[config.mk]
export PLATFORM = sky130hd
export DESIGN_NAME = text_console_writer
export DESIGN_NICKNAME = d
export VERILOG_FILES = /design/src/rtl/text_console_pkg.sv /design/src/rtl/text_fill_seq.sv /design/src/rtl/text_console_writer.sv
export SDC_FILE = /design/constraint.sdc
export NUM_CORES = 1
export LEC_CHECK = 0
export ABC_AREA = 1
export CORE_MARGIN = 2
export CORE_UTILIZATION = 45
export CTS_CLUSTER_SIZE = 14
export DETAILED_ROUTE_END_ITERATION = 8
export DONT_BUFFER_PORTS = 1
export PLACE_DENSITY = 0.59
export SYNTH_ARGS = -nofsm -noshare
export SYNTH_HDL_FRONTEND = slang
export SYNTH_HIERARCHICAL = 1
export SYNTH_SLANG_ARGS = --single-unit
[constraint.sdc]
create_clock -name clk -period 2.5 [get_ports clk]
set_clock_uncertainty 0.05 [all_clocks]
set_input_delay 0.125 -clock clk [delete_from_list [all_inputs] [get_ports clk]]
set_output_delay 0.125 -clock clk [all_outputs]
set_load 0.02 [all_outputs]
[src/rtl/text_console_pkg.sv]
// text_console_pkg
//   Shared definitions for the text console write engine.
//   - Control-code constants understood by the byte decoder.
//   - State encoding of the writer FSM.
//   - pack_word: builds the 16-bit {attr,char} RAM word.
package text_console_pkg;

  localparam logic [7:0] CC_BS  = 8'h08;
  localparam logic [7:0] CC_LF  = 8'h0A;
  localparam logic [7:0] CC_FF  = 8'h0C;
  localparam logic [7:0] CC_CR  = 8'h0D;
  localparam logic [7:0] CC_ESC = 8'h1B;

  localparam logic [7:0] PRINT_LO = 8'h20;
  localparam logic [7:0] PRINT_HI = 8'h7E;

  typedef enum logic [1:0] {
    IDLE,
    ESC,
    CLR_ROW,
    CLR_ALL
  } state_t;

  function automatic logic [15:0] pack_word(input logic [7:0] attr, input logic [7:0] ch);
    return {attr, ch};
  endfunction

endpackage

[src/rtl/text_fill_seq.sv]
// text_fill_seq
//   Sequential address generator for the clear operations. A start pulse
//   loads a base address and a length; the generator then presents one
//   address per cycle and raises done on the last one.
// Ports
//   clk    in   1   clock
//   rst_n  in   1   asynchronous active-low reset
//   start  in   1   load base/len (also restarts a run already in progress)
//   base   in   10  first address
//   len    in   11  number of addresses, 1..1024
//   addr   out  10  current address, valid while a run is active
//   done   out  1   high while addr is the last address of the run
module text_fill_seq (
  input  logic        clk,
  input  logic        rst_n,
  input  logic        start,
  input  logic [9:0]  base,
  input  logic [10:0] len,
  output logic [9:0]  addr,
  output logic        done
);

  logic        active;
  logic [10:0] remaining;

  // remaining counts addresses still to come after the current one.
  always_ff @(posedge clk or negedge rst_n) begin
    if (!rst_n) begin
      active    <= 1'b0;
      addr      <= '0;
      remaining <= '0;
    end else if (start) begin
      active    <= 1'b1;
      addr      <= base;
      remaining <= len - 11'd1;
    end else if (active) begin
      addr <= addr + 10'd1;
      if (remaining == 11'd0) begin
        active <= 1'b0;
      end else begin
        remaining <= remaining - 11'd1;
      end
    end
  end

  assign done = active && (remaining == 11'd0);

endmodule

[src/rtl/text_console_writer.sv]
// text_console_writer
//   Write-side engine for the dual-port VGA text RAM. Decodes a byte stream
//   (printable ASCII plus control codes), keeps the cursor and current
//   attribute, and issues {attr,char} writes on RAM port A. Newline clears
//   the new row; clr / FF clears the whole screen. Never reads the RAM.
// Ports
//   clk       in   1   system clock, also RAM port A clock
//   rst_n     in   1   asynchronous active-low reset
//   in_data   in   8   input byte
//   in_valid  in   1   in_data valid
//   in_ready  out  1   byte accepted when in_valid & in_ready
//   clr       in   1   one-cycle clear-screen request
//   ram_ce    out  1   RAM write enable
//   ram_ad    out  10  RAM word address (row*COLS + col)
//   ram_din   out  16  RAM write data {attr,char}
//   cur_col   out  6   cursor column
//   cur_row   out  6   cursor row
//   busy      out  1   row or screen clear in progress
module text_console_writer
  import text_console_pkg::*;
#(
  parameter int         COLS         = 32,
  parameter int         ROWS         = 32,
  parameter logic [7:0] DEFAULT_ATTR = 8'h07,
  parameter logic [7:0] FILL_CHAR    = 8'h20
) (
  input  logic        clk,
  input  logic        rst_n,
  input  logic [7:0]  in_data,
  input  logic        in_valid,
  output logic        in_ready,
  input  logic        clr,
  output logic        ram_ce,
  output logic [9:0]  ram_ad,
  output logic [15:0] ram_din,
  output logic [5:0]  cur_col,
  output logic [5:0]  cur_row,
  output logic        busy
);

  localparam int          COL_BITS   = $clog2(COLS);
  localparam logic [5:0]  LAST_COL   = 6'(COLS - 1);
  localparam logic [5:0]  LAST_ROW   = 6'(ROWS - 1);
  localparam logic [10:0] SCREEN_LEN = 11'(COLS * ROWS);
  localparam logic [10:0] ROW_LEN    = 11'(COLS);

  state_t      state;
  logic [7:0]  attr;
  logic [5:0]  next_row;
  logic [9:0]  cursor_ad;
  logic [9:0]  next_row_ad;
  logic        is_print;
  logic        accept;
  logic        all_start;
  logic        row_start;
  logic        seq_start;
  logic [9:0]  seq_base;
  logic [10:0] seq_len;
  logic [9:0]  seq_ad;
  logic        seq_done;

  // Request decode. A clr pulse beats a byte offered in the same cycle, so
  // accept excludes clr and the byte stays pending at the source.
  always_comb begin
    next_row    = (cur_row == LAST_ROW) ? 6'd0 : cur_row + 6'd1;
    cursor_ad   = (10'(cur_row) << COL_BITS) | 10'(cur_col);
    next_row_ad = 10'(next_row) << COL_BITS;
    is_print    = (in_data >= PRINT_LO) && (in_data <= PRINT_HI);
    accept      = in_valid && in_ready && !clr;
    all_start   = (clr && (state != CLR_ALL)) ||
                  (accept && (state == IDLE) && (in_data == CC_FF));
    row_start   = accept && (state == IDLE) &&
                  ((is_print && (cur_col == LAST_COL)) || (in_data == CC_LF));
    seq_start   = all_start || row_start;
    seq_base    = all_start ? 10'd0 : next_row_ad;
    seq_len     = all_start ? SCREEN_LEN : ROW_LEN;
  end

  text_fill_seq u_fill (
    .clk   (clk),
    .rst_n (rst_n),
    .start (seq_start),
    .base  (seq_base),
    .len   (seq_len),
    .addr  (seq_ad),
    .done  (seq_done)
  );

  // Writer FSM with registered handshake, status and RAM port outputs.
  // A screen clear pre-empts everything except a clear already running;
  // the clr cycle itself issues no write, filling starts the next cycle.
  always_ff @(posedge clk or negedge rst_n) begin
    if (!rst_n) begin
      state    <= IDLE;
      attr     <= DEFAULT_ATTR;
      cur_col  <= '0;
      cur_row  <= '0;
      ram_ce   <= 1'b0;
      ram_ad   <= '0;
      ram_din  <= '0;
      busy     <= 1'b0;
      in_ready <= 1'b0;
    end else begin
      ram_ce <= 1'b0;
      if (all_start) begin
        state    <= CLR_ALL;
        in_ready <= 1'b0;
        busy     <= 1'b1;
      end else begin
        case (state)
          IDLE: begin
            in_ready <= 1'b1;
            if (accept) begin
              if (is_print) begin
                ram_ce  <= 1'b1;
                ram_ad  <= cursor_ad;
                ram_din <= pack_word(attr, in_data);
                // At the last column the wrap is handled by row_start.
                if (cur_col != LAST_COL) begin
                  cur_col <= cur_col + 6'd1;
                end
              end else if (in_data == CC_CR) begin
                cur_col <= '0;
              end else if (in_data == CC_BS) begin
                if (cur_col != 6'd0) begin
                  cur_col <= cur_col - 6'd1;
                end
              end else if (in_data == CC_ESC) begin
                state <= ESC;
              end
              if (row_start) begin
                cur_row  <= next_row;
                state    <= CLR_ROW;
                in_ready <= 1'b0;
                busy     <= 1'b1;
              end
            end
          end
          ESC: begin
            if (accept) begin
              attr  <= in_data;
              state <= IDLE;
            end
          end
          CLR_ROW, CLR_ALL: begin
            ram_ce  <= 1'b1;
            ram_ad  <= seq_ad;
            ram_din <= pack_word(attr, FILL_CHAR);
            if (seq_done) begin
              state    <= IDLE;
              in_ready <= 1'b1;
              busy     <= 1'b0;
              cur_col  <= '0;
              if (state == CLR_ALL) begin
                cur_row <= '0;
              end
            end
          end
          default: state <= IDLE;
        endcase
      end
    end
  end

endmodule

==> summary.txt, run 1 <==
Critical-path top delay cell: dfrtp_1
vias in the first global route: 3726
Cell Pwr Density: 1120 mW/mm²
Post-Synthesis Cells: 629
cell chain of the critical path: ha_2, nand3_2, nor2_2, nand3_1, nand2_1, nand2_2, nand2_4, o21ai_1, inv_1, ha_4, nand3_4, nor3_4, nand2_1, nand2_1, nand2_1, o21ai_1
largest area contributor in the netlist: dfrtp_1
#FFs+latches synth: 73
Fin. Hold Viols: 0
Area Overhead vs Synth: 12.3%
Setup crit end kind: flop
post-CTS setup buffer count: 0
Nets: 681
largest net degree at the start of global routing: 74
Worst R2R Start: cur_col[1]
final setup vio count: 0
Wirelength per Cell: 13.5 µm
area fraction of the dominant cell type after synthesis: 39.4%
DRT iter0 DRCs: 122
leak pwr: 0.00255 µW
internal power: 2900 µW
Seq pwr share: 40.3%
Reg2Reg Depth: 16
register area share after synthesis: 41.2%
count of flip-flops with a built-in enable after synthesis: 0
Max-slew headroom: 63.3%
PnR Total Power: 5580 µW
most frequent cell after synthesis: nand2_1
Max VDD drop: 0.000444 V
HP Class: input pin to flop
initial antenna violation count: 0
I/O Pins: 53
Final Util: 51.6%
post-route clock period utilization: 92.3%
sequential cell area: 0.00183 mm²
f_max: 0.434 GHz
critical path data required time: 2.73 ns
WS Path Type: flop to flop
WP buf/inv: 1
clock transition at the registers of the reported paths: 0.08 ns
Combinational Power Share: 45.2%
total track usage: 21.1%
Cell Rows: 36
critical path fanouts, max: 5
Crit path depth: 16
placed cell area: 0.00466 mm²
async set-reset flop share out of synthesis: 100%
share of post-route cells with drive strength above 1: 11.5%
drc violations: 0
# fillers: 976
multi-input logic area: 0.00232 mm²
Slew Viols, Final: 0
Crit path max-delay family: simple AND/OR/NAND/NOR gates
Tmin final: 2.31 ns
Clock Path Buffers: 2
Avg Cell Area, Syn: 7.07 µm²
drt via density: 4.88
Final HPWL DP: 7700 µm
Critical Path AT: 2.53 ns
cell mode on critical path: nand2_1
prevailing post-synth register cell: dfrtp_1
r2r endpoint: u_fill/remaining[6]
startpoint types: flop
starting density of the core: 45.9%
global route total overflow: 0
DR vias: 3905
clock root buffer: clkbuf_8
most common library cells after synthesis: 239 x nand2_1, 70 x dfrtp_1, 65 x nor2_1
WHS Path Cells: 3
Ys Warns: 6
MaxCap Viol Count: 0
Sw Ratio: 48.1%
power share of the clock group: 14.4%
Final GP Congestion: 0.931
Die Y: 103 µm
synthesized area: 0.00444 mm²
Core ar.: 0.00968 mm²
synth top area cells: dfrtp_1 39%, nand2_1 20%, nand3_1 5.6%, nor2_1 5.5%, inv_1 5.2%
WL final: 10800 µm
Worst Max-Slew Pin Slew: 0.546 ns
outcome: finished, final reports clean
H-tree levels: 3
Sw Pwr: 2680 µW
clk_lat worst skew: 0.35 ns
chip width: 103 µm
TritonCTS clock tree: yes
IO buf count: 0
first-pass GRT wire length: 17600 µm
design area: 0.00499 mm²
CTS Sinks: 73
Unique masters post-synth: 36
CTS Buf Count: 9
Antenna Violating Nets Remaining: 0
Worst Hold End: state[1]
Antenna diodes: 0
hold path start: clr
max incr delay on CP: 0.37 ns
Pre-antenna DRT Iters: 5
die area: 0.0107 mm²
R2R Setup Slk: 0.19 ns
==> kinds of logic after synthesis <==
kind of cell | count (synthesis) | synth area share [%]
AND/OR/NAND/NOR | 392 | 38.1
buffers and inverters | 85 | 8.64
flip-flops | 73 | 41.2
AO/OA/AOI/OAI | 56 | 6.95
XOR/XNOR | 13 | 2.56
adder cells (fa/ha/maj) | 6 | 1.69
multiplexers | 3 | 0.760
other | 1 | 0.0844
==> layer usage <==
layer	vias up	global-route usage (%)	part of all wire, %
li1	2030	-	-
met1	1772	26.4	46
met2	88	36.5	48
met3	15	3.36	4.0
met4	0	8.10	1.7
met5	-	0	0
==> cell usage in the layout (no fill, tap or decap), types with 6 or more instances in the layout <==
master / Yosys / final
nand2_2: 10 / 12
dlygate4sd3_1: 0 / 9
nand2_1: 239 / 236
o21ai_1: 13 / 14
nand3_1: 50 / 49
clkbuf_8: 0 / 9
nand4_1: 13 / 13
dfrtp_1: 70 / 69
nor2_4: 6 / 6
inv_1: 62 / 62
nor2_1: 65 / 64
buf_4: 5 / 16
o21ai_0: 26 / 25
a21oi_1: 6 / 6
xor2_1: 9 / 9
conb_1: 1 / 15
==> how the worst max path moves through the flow <==
stage          startpoint                    to
6_report       cur_col[1]   u_fill/remaining[6]
5_1_grt        cur_col[1]   u_fill/remaining[6]
4_1_cts        cur_col[1]   u_fill/remaining[6]
3_5_place_dp   cur_col[1]   u_fill/remaining[6]
3_3_place_gp   cur_col[0]   u_fill/remaining[9]
2_1_floorplan  cur_col[1]  u_fill/remaining[10]
==> flip-flops by register name (all words and copies together) (netlist names) <==
| name | count |
|---|---|
| u_fill/addr | 10 |
| cur_col | 6 |
| busy | 1 |
| u_fill/remaining | 11 |
| in_ready | 1 |
| state | 2 |
| ram_ad | 10 |
| cur_row | 6 |
| ram_din | 16 |
| attr | 8 |
| u_fill/active | 1 |
| ram_ce | 1 |
==> cell type report <==
type	count	area share [%]
multi-input combinational	485	46.4
sequential	73	36.7
timing repair buffer	27	5.16
inverter	67	5.14
tap	133	3.33
clock buffer	10	2.56
clock inverter	6	0.702
==> what timing repair did <==
action | in CTS | in global routing
setup endpoints to repair | 0 | 14
hold buffers | 10 | 0
endpoints found under the hold margin | 88 | 0
resized for setup | 0 | 12
==> tightest hold or removal path: cells and delay by family <==
family           cells  cell delay [ns]
and+or+nand+nor      3             0.30
==> per-stage QoR <==
step	setup slack, ns	std cells	hold WS [ns]	TNS (ns)
6_report	0.193	801	0.0640	0
5_1_grt	-0.0101	801	0.0756	-0.0183
4_1_cts	0.0168	801	0.0474	0
3_5_place_dp	0.0328	775	-0.219	0
3_3_place_gp	0.102	775	-0.219	0
2_1_floorplan	0.00171	643	-0.221	0
==> power groups by stage <==
stage / clock (µW) / sequential, µW / combinational (µW)
2_1_floorplan: 0 / 2250 / 1860
3_3_place_gp: 0 / 2260 / 2400
3_5_place_dp: 0 / 2270 / 2430
4_1_cts: 833 / 2250 / 2490
5_1_grt: 879 / 2310 / 2880
6_report: 804 / 2250 / 2520
Note: power is estimated with default switching activity, not from simulation.
==> run 2: changes to the inputs <==
--- a/config.mk
+++ b/config.mk
@@ -8,10 +8,12 @@
 export ABC_AREA = 1
 export CORE_MARGIN = 2
 export CORE_UTILIZATION = 45
+export CTS_BUF_LIST = sky130_fd_sc_hd__clkbuf_8
 export CTS_CLUSTER_SIZE = 14
 export DETAILED_ROUTE_END_ITERATION = 8
 export DONT_BUFFER_PORTS = 1
 export PLACE_DENSITY = 0.59
+export SKIP_LAST_GASP = 1
 export SYNTH_ARGS = -nofsm -noshare
 export SYNTH_HDL_FRONTEND = slang
 export SYNTH_HIERARCHICAL = 1
==> run 2 against run 1 <==
- global-route usage is the same
- clock power decreased by 0.6%
- fmax about the same
- critical path depth unchanged
- design area is the same
- die area unchanged
- setup slack about the same
- total power hardly changed
- flip-flop and latch count stayed put
- critical path type unchanged
- largest cell class unchanged
==> summary.txt, run 2 (synthesis results as in run 1) <==
final worst slack: 0.193 ns (-0.000441 ns)
Final HPWL DP: 7700 µm (unchanged)
post-route clock period utilization: 92.3% (about the same)
cell mode on critical path: nand2_1
first-pass GRT wire length: 17600 µm (unchanged)
clk_lat worst skew: 0.35 ns (about the same)
commonest cells after routing, fill and taps aside: 236 x nand2_1, 69 x dfrtp_1, 64 x nor2_1
TritonCTS clock tree: yes
f_max: 0.433 GHz (about the same)
Reg with most FFs: ram_din
WP buf/inv: 1 (unchanged)
die area: 0.0107 mm² (unchanged)
commonest non-fill, non-tap cell in the layout: nand2_1
IO buf count: 0 (unchanged)
largest net degree at the start of global routing: 74 (unchanged)
CTS Sinks: 73 (unchanged)
setup TNS: 0 ns (unchanged)
Tmin final: 2.31 ns (+0.000441 ns)
I/O Pins: 53 (unchanged)
MaxCap Viol Count: 0 (unchanged)
Antenna diodes: 0 (unchanged)
WS Path Type: flop to flop
clock transition at the registers of the reported paths: 0.08 ns (about the same)
Critical Path AT: 2.53 ns (about the same)
DRT iter0 DRCs: 122 (unchanged)
# fillers: 976 (unchanged)
Final GP Congestion: 0.931 (unchanged)
Fin. Hold Viols: 0 (unchanged)
Critical-path top delay cell: dfrtp_1
clock root buffer: clkbuf_8
drt via density: 4.88 (+0.18%)
max incr delay on CP: 0.37 ns (about the same)
outcome: finished, final reports clean
total track usage: 21.1% (unchanged)
HP Class: input pin to flop
cell chain of the critical path: ha_2, nand3_2, nor2_2, nand3_1, nand2_1, nand2_2, nand2_4, o21ai_1, inv_1, ha_4, nand3_4, nor3_4, nand2_1, nand2_1, nand2_1, o21ai_1
Worst Max-Slew Pin Slew: 0.546 ns (unchanged)
Die Y: 103 µm (unchanged)
Nets: 681 (unchanged)
leak pwr: 0.00255 µW (+0.16%)
startpoint types: flop
Clock Path Buffers: 2 (unchanged)
Pre-antenna DRT Iters: 5 (unchanged)
placed cell area: 0.00466 mm² (unchanged)
Crit path max-delay family: simple AND/OR/NAND/NOR gates
final setup vio count: 0 (unchanged)
H-tree levels: 3 (unchanged)
Max VDD drop: 0.000444 V (about the same)
starting density of the core: 45.9% (unchanged)
share of post-route cells with drive strength above 1: 11.5% (unchanged)
Cell Pwr Density: 1120 mW/mm² (about the same)
Max-slew headroom: 63.3% (unchanged)
Core ar.: 0.00968 mm² (unchanged)
post-CTS setup buffer count: 0 (unchanged)
vias in the first global route: 3726 (unchanged)
design area: 0.00499 mm² (unchanged)
Cell Rows: 36 (unchanged)
Area Overhead vs Synth: 12.3% (unchanged)
Antenna Violating Nets Remaining: 0 (unchanged)
global route total overflow: 0 (unchanged)
chip width: 103 µm (unchanged)
Setup crit end kind: flop
Slew Viols, Final: 0 (unchanged)
Wirelength per Cell: 13.5 µm (about the same)
WL final: 10800 µm (about the same)
DR vias: 3912 (+0.18%)
critical path data required time: 2.73 ns (about the same)
critical path fanouts, max: 5 (unchanged)
initial antenna violation count: 0 (unchanged)
CTS Buf Count: 9 (unchanged)
Largest regs: ram_din: 16 flops, u_fill/remaining: 11 flops
Setup WS pre-CTS: 0.0328 ns (unchanged)
max FFs per register: 16 (unchanged)
drc violations: 0 (unchanged)
## run 2: through the flow
stage | std cells | power (µW) | utilization, % | hold WS, ns
global placement | 775 | 4660 | 48.2 | -0.219
CTS | 801 | 5570 | 51.1 | 0.0474
floorplan | 643 | 4110 | - | -0.221
detailed placement | 775 | 4700 | 48.2 | -0.219
finish | 801 | 5570 | 51.6 | 0.0641
global route | 801 | 6060 | 51.6 | 0.0756
## run 2: path summary, 6_finish.rpt
kind                             from                   to  slack, ns  cells past startpoint
max                        cur_col[1]  u_fill/remaining[6]       0.19                     16
min                               clr             state[1]       0.06                      3
max reg2reg                cur_col[1]  u_fill/remaining[6]       0.19                     16
min reg2reg                   attr[5]          ram_din[13]       0.42                      2
max in group asynchronous       rst_n              attr[0]       1.81                      2
min in group asynchronous       rst_n          ram_din[13]       0.26                      2
## run 2: final cells by class
type	count	area, µm²	share of cell area (%)
well taps	133	166	3.33
clock inverters	7	38.8	0.777
clock buffers	9	124	2.48
flip-flops and latches	73	1830	36.7
multi-input cells	485	2320	46.4
repair buffers	27	258	5.16
inverters	67	256	5.14
## run 2: what timing repair did
item                                   in CTS  in global routing
gates resized for setup                     0                 12
hold buffers                               10                  0
endpoints found under the hold margin      88                  0
setup endpoints to repair                   0                 14
## run 2: worst min-delay path, delay by kind of cell
| family | cells | cell delay [ns] |
|---|---|---|
| AND/OR/NAND/NOR | 3 | 0.30 |
## run 2: power breakdown
part	leakage, µW	internal (µW)	switching, µW
Clock	0.0000860	349	450
Combinational	0.00155	883	1640
Sequential	0.000916	1660	590
## run 2: metal layers
metal | vias up | routed length [µm] | GRT usage [%]
met4 | 0 | 186 | 8.10
met3 | 15 | 426 | 3.36
met5 | - | 0 | 0
met1 | 1778 | 4970 | 26.4
met2 | 89 | 5200 | 36.5
li1 | 2030 | - | -
==> run 3: changes to the inputs <==
--- a/config.mk
+++ b/config.mk
@@ -6,7 +6,6 @@
 export NUM_CORES = 1
 export LEC_CHECK = 0
 export ABC_AREA = 1
-export CORE_MARGIN = 2
 export CORE_UTILIZATION = 45
 export CTS_BUF_LIST = sky130_fd_sc_hd__clkbuf_8
 export CTS_CLUSTER_SIZE = 14
==> run 3 against run 2 <==
- sequential power is essentially flat
- combinational power hardly changed
- wire length hardly changed
- critical path type unchanged
- sequential share of layout area down 0.24 points
- final cell count is 0.37% lower
- setup slack worse by 0.050 ns
- flip-flop and latch count unchanged
- clock power rose by 24%
==> summary.txt, run 3 (synthesis results as in run 1) <==
MaxCap Viol Count: 0 (unchanged)
Reg with most FFs: ram_din
f_max: 0.424 GHz (-2.1%)
Area Overhead vs Synth: 13.1%
drc violations: 0 (unchanged)
WS Path Type: flop to flop
first-pass GRT wire length: 18100 µm (+2.6%)
Worst R2R Start: cur_col[0]
Pre-antenna DRT Iters: 5 (unchanged)
TritonCTS clock tree: yes
power share of the clock group: 17.3% (+3.0 points)
commonest cells after routing, fill and taps aside: 237 x nand2_1, 69 x dfrtp_1, 65 x nor2_1
DRT iter0 DRCs: 174 (+43%)
unrepaired setup endpoints after global routing: yes
DR vias: 3988 (+1.9%)
Antenna Violating Nets Remaining: 0 (unchanged)
startpoint types: flop
Max-slew headroom: 67.2% (+3.8 points)
Worst Max-Slew Pin Slew: 0.489 ns (-0.0567 ns)
I/O Pins: 53 (unchanged)
design area: 0.00502 mm² (+0.65%)
WL final: 10800 µm (about the same)
Reg2Reg Depth: 12 (-4)
r2r endpoint: u_fill/addr[9]
post-route clock period utilization: 94.3% (+2.0 points)
Critical Path AT: 2.57 ns (+0.04 ns)
Wirelength per Cell: 13.5 µm (+0.33%)
Final GP Congestion: 0.906 (-2.8%)
Final HPWL DP: 7630 µm (-0.92%)
Core ar.: 0.00942 mm² (-2.8%)
largest net degree at the start of global routing: 74 (unchanged)
WHS Path Cells: 3 (unchanged)
CTS Sinks: 73 (unchanged)
Worst Setup EP: u_fill/addr[9]
commonest non-fill, non-tap cell in the layout: nand2_1
Cell Pwr Density: 1140 mW/mm² (+2.1%)
Nets: 682 (+0.15%)
share of post-route cells with drive strength above 1: 11.1% (-0.47 points)
outcome: finished, final reports clean
Setup crit end kind: flop
drt via density: 5.00 (+2.3%)
Crit. Startpoint: cur_col[0]
Cell Rows: 35 (-2.8%)
total track usage: 22.7% (+1.6 points)
Slew Viols, Final: 0 (unchanged)
Combinational Power Share: 43.7% (-1.6 points)
# fillers: 941 (-3.6%)
Seq pwr share: 39.0% (-1.4 points)
IO buf count: 0 (unchanged)
starting density of the core: 47.2% (+1.3 points)
final setup vio count: 0 (unchanged)
Antenna diodes: 0 (unchanged)
initial antenna violation count: 0 (unchanged)
Clock Path Buffers: 2 (unchanged)
clock transition at the registers of the reported paths: 0.08 ns (about the same)
post-CTS setup buffer count: 0 (unchanged)
Max VDD drop: 0.000429 V (-3.5%)
critical path fanouts, max: 12 (+7)
global route total overflow: 0 (unchanged)
R2R Setup Slk: 0.14 ns (-0.05 ns)
Sw Ratio: 46.3% (-1.8 points)
die area: 0.0103 mm² (-3.8%)
Critical-path top delay cell: dfrtp_2
internal power: 3080 µW (+6.4%)
multi-input logic area: 0.00230 mm² (-0.76%)
Largest regs: ram_din: 16 flops, u_fill/remaining: 11 flops
vias in the first global route: 3886 (+4.3%)
cell chain of the critical path: ha_1, nand3_1, nor2_1, nand3_1, nand2_1, nand2_1, nand2_2, buf_4, buf_4, nor2_1, a22oi_1, o21ai_0
max incr delay on CP: 0.41 ns (+0.04 ns)
H-tree levels: 3 (unchanged)
clk_lat worst skew: 0.34 ns (about the same)
setup TNS: 0 ns (unchanged)
Sw Pwr: 2650 µW (-1.1%)
Final Util: 53.4% (+1.8 points)
CTS Buf Count: 9 (unchanged)
Fin. Hold Viols: 0 (unchanged)
placed cell area: 0.00467 mm² (about the same)
clock root buffer: clkbuf_8
chip width: 101 µm (-1.9%)
sequential cell area: 0.00183 mm² (unchanged)
critical path data required time: 2.71 ns (-0.02 ns)
max FFs per register: 16 (unchanged)
leak pwr: 0.00258 µW (+1.1%)
Die Y: 101 µm (-1.9%)
HP Class: input pin to flop
Tmin final: 2.36 ns (+0.0503 ns)
## run 3: cell type report
class / instances / share of cell area [%]
clock buffer: 12 / 3.29
clock inverter: 4 / 0.996
inverter: 67 / 5.10
multi-input combinational: 485 / 45.8
sequential: 73 / 36.5
tap: 129 / 3.21
timing repair buffer: 28 / 5.18
## run 3: power by group through the flow
stage,clock network (µW),registers (µW),logic [µW]
global placement,0,2250,2390
global route,1090,2300,2860
floorplan,0,2250,1860
detailed placement,0,2260,2420
CTS,1030,2240,2470
finish,990,2230,2500
## run 3: worst min path at each step
stage                     startpoint         end  slack (ns)
after floorplan                rst_n     attr[3]       -0.22
after global placement         rst_n  ram_din[8]       -0.22
after detailed placement       rst_n  ram_din[8]       -0.22
after CTS                        clr    state[1]        0.07
after global routing             clr    state[1]        0.08
final                            clr    state[1]        0.09
## run 3: metrics by stage
stage                     worst slack, ns  power [µW]  hold slack (ns)  cells
after detailed placement           0.0928        4680           -0.219    772
after global routing              -0.0379        6250           0.0764    798
after floorplan                   0.00171        4110           -0.221    643
after CTS                          0.0619        5740           0.0713    798
after global placement              0.135        4640           -0.219    772
final                               0.143        5730           0.0891    798
## run 3: timing repair
action,4_1_cts,5_1_grt
resized for setup,0,6
endpoints found under the hold margin,88,0
hold buffers,10,0
setup endpoints to repair,0,13
## run 3: worst max-delay path, delay by kind of cell, from the launching register on
family | cells | cell delay, ns
and+or+nand+nor | 7 | 0.96
DFF | 1 | 0.41
buffers and inverters | 2 | 0.39
AOI/OAI and AO/OA | 2 | 0.25
adders and majority gates | 1 | 0.21
## run 3: routing by layer
layer	vias up	share of wire [%]	global-route usage [%]
li1	2032	-	-
met2	105	47	37.3
met4	0	1.6	9.03
met5	-	0	0
met3	15	4.9	4.42
met1	1836	46	29.6
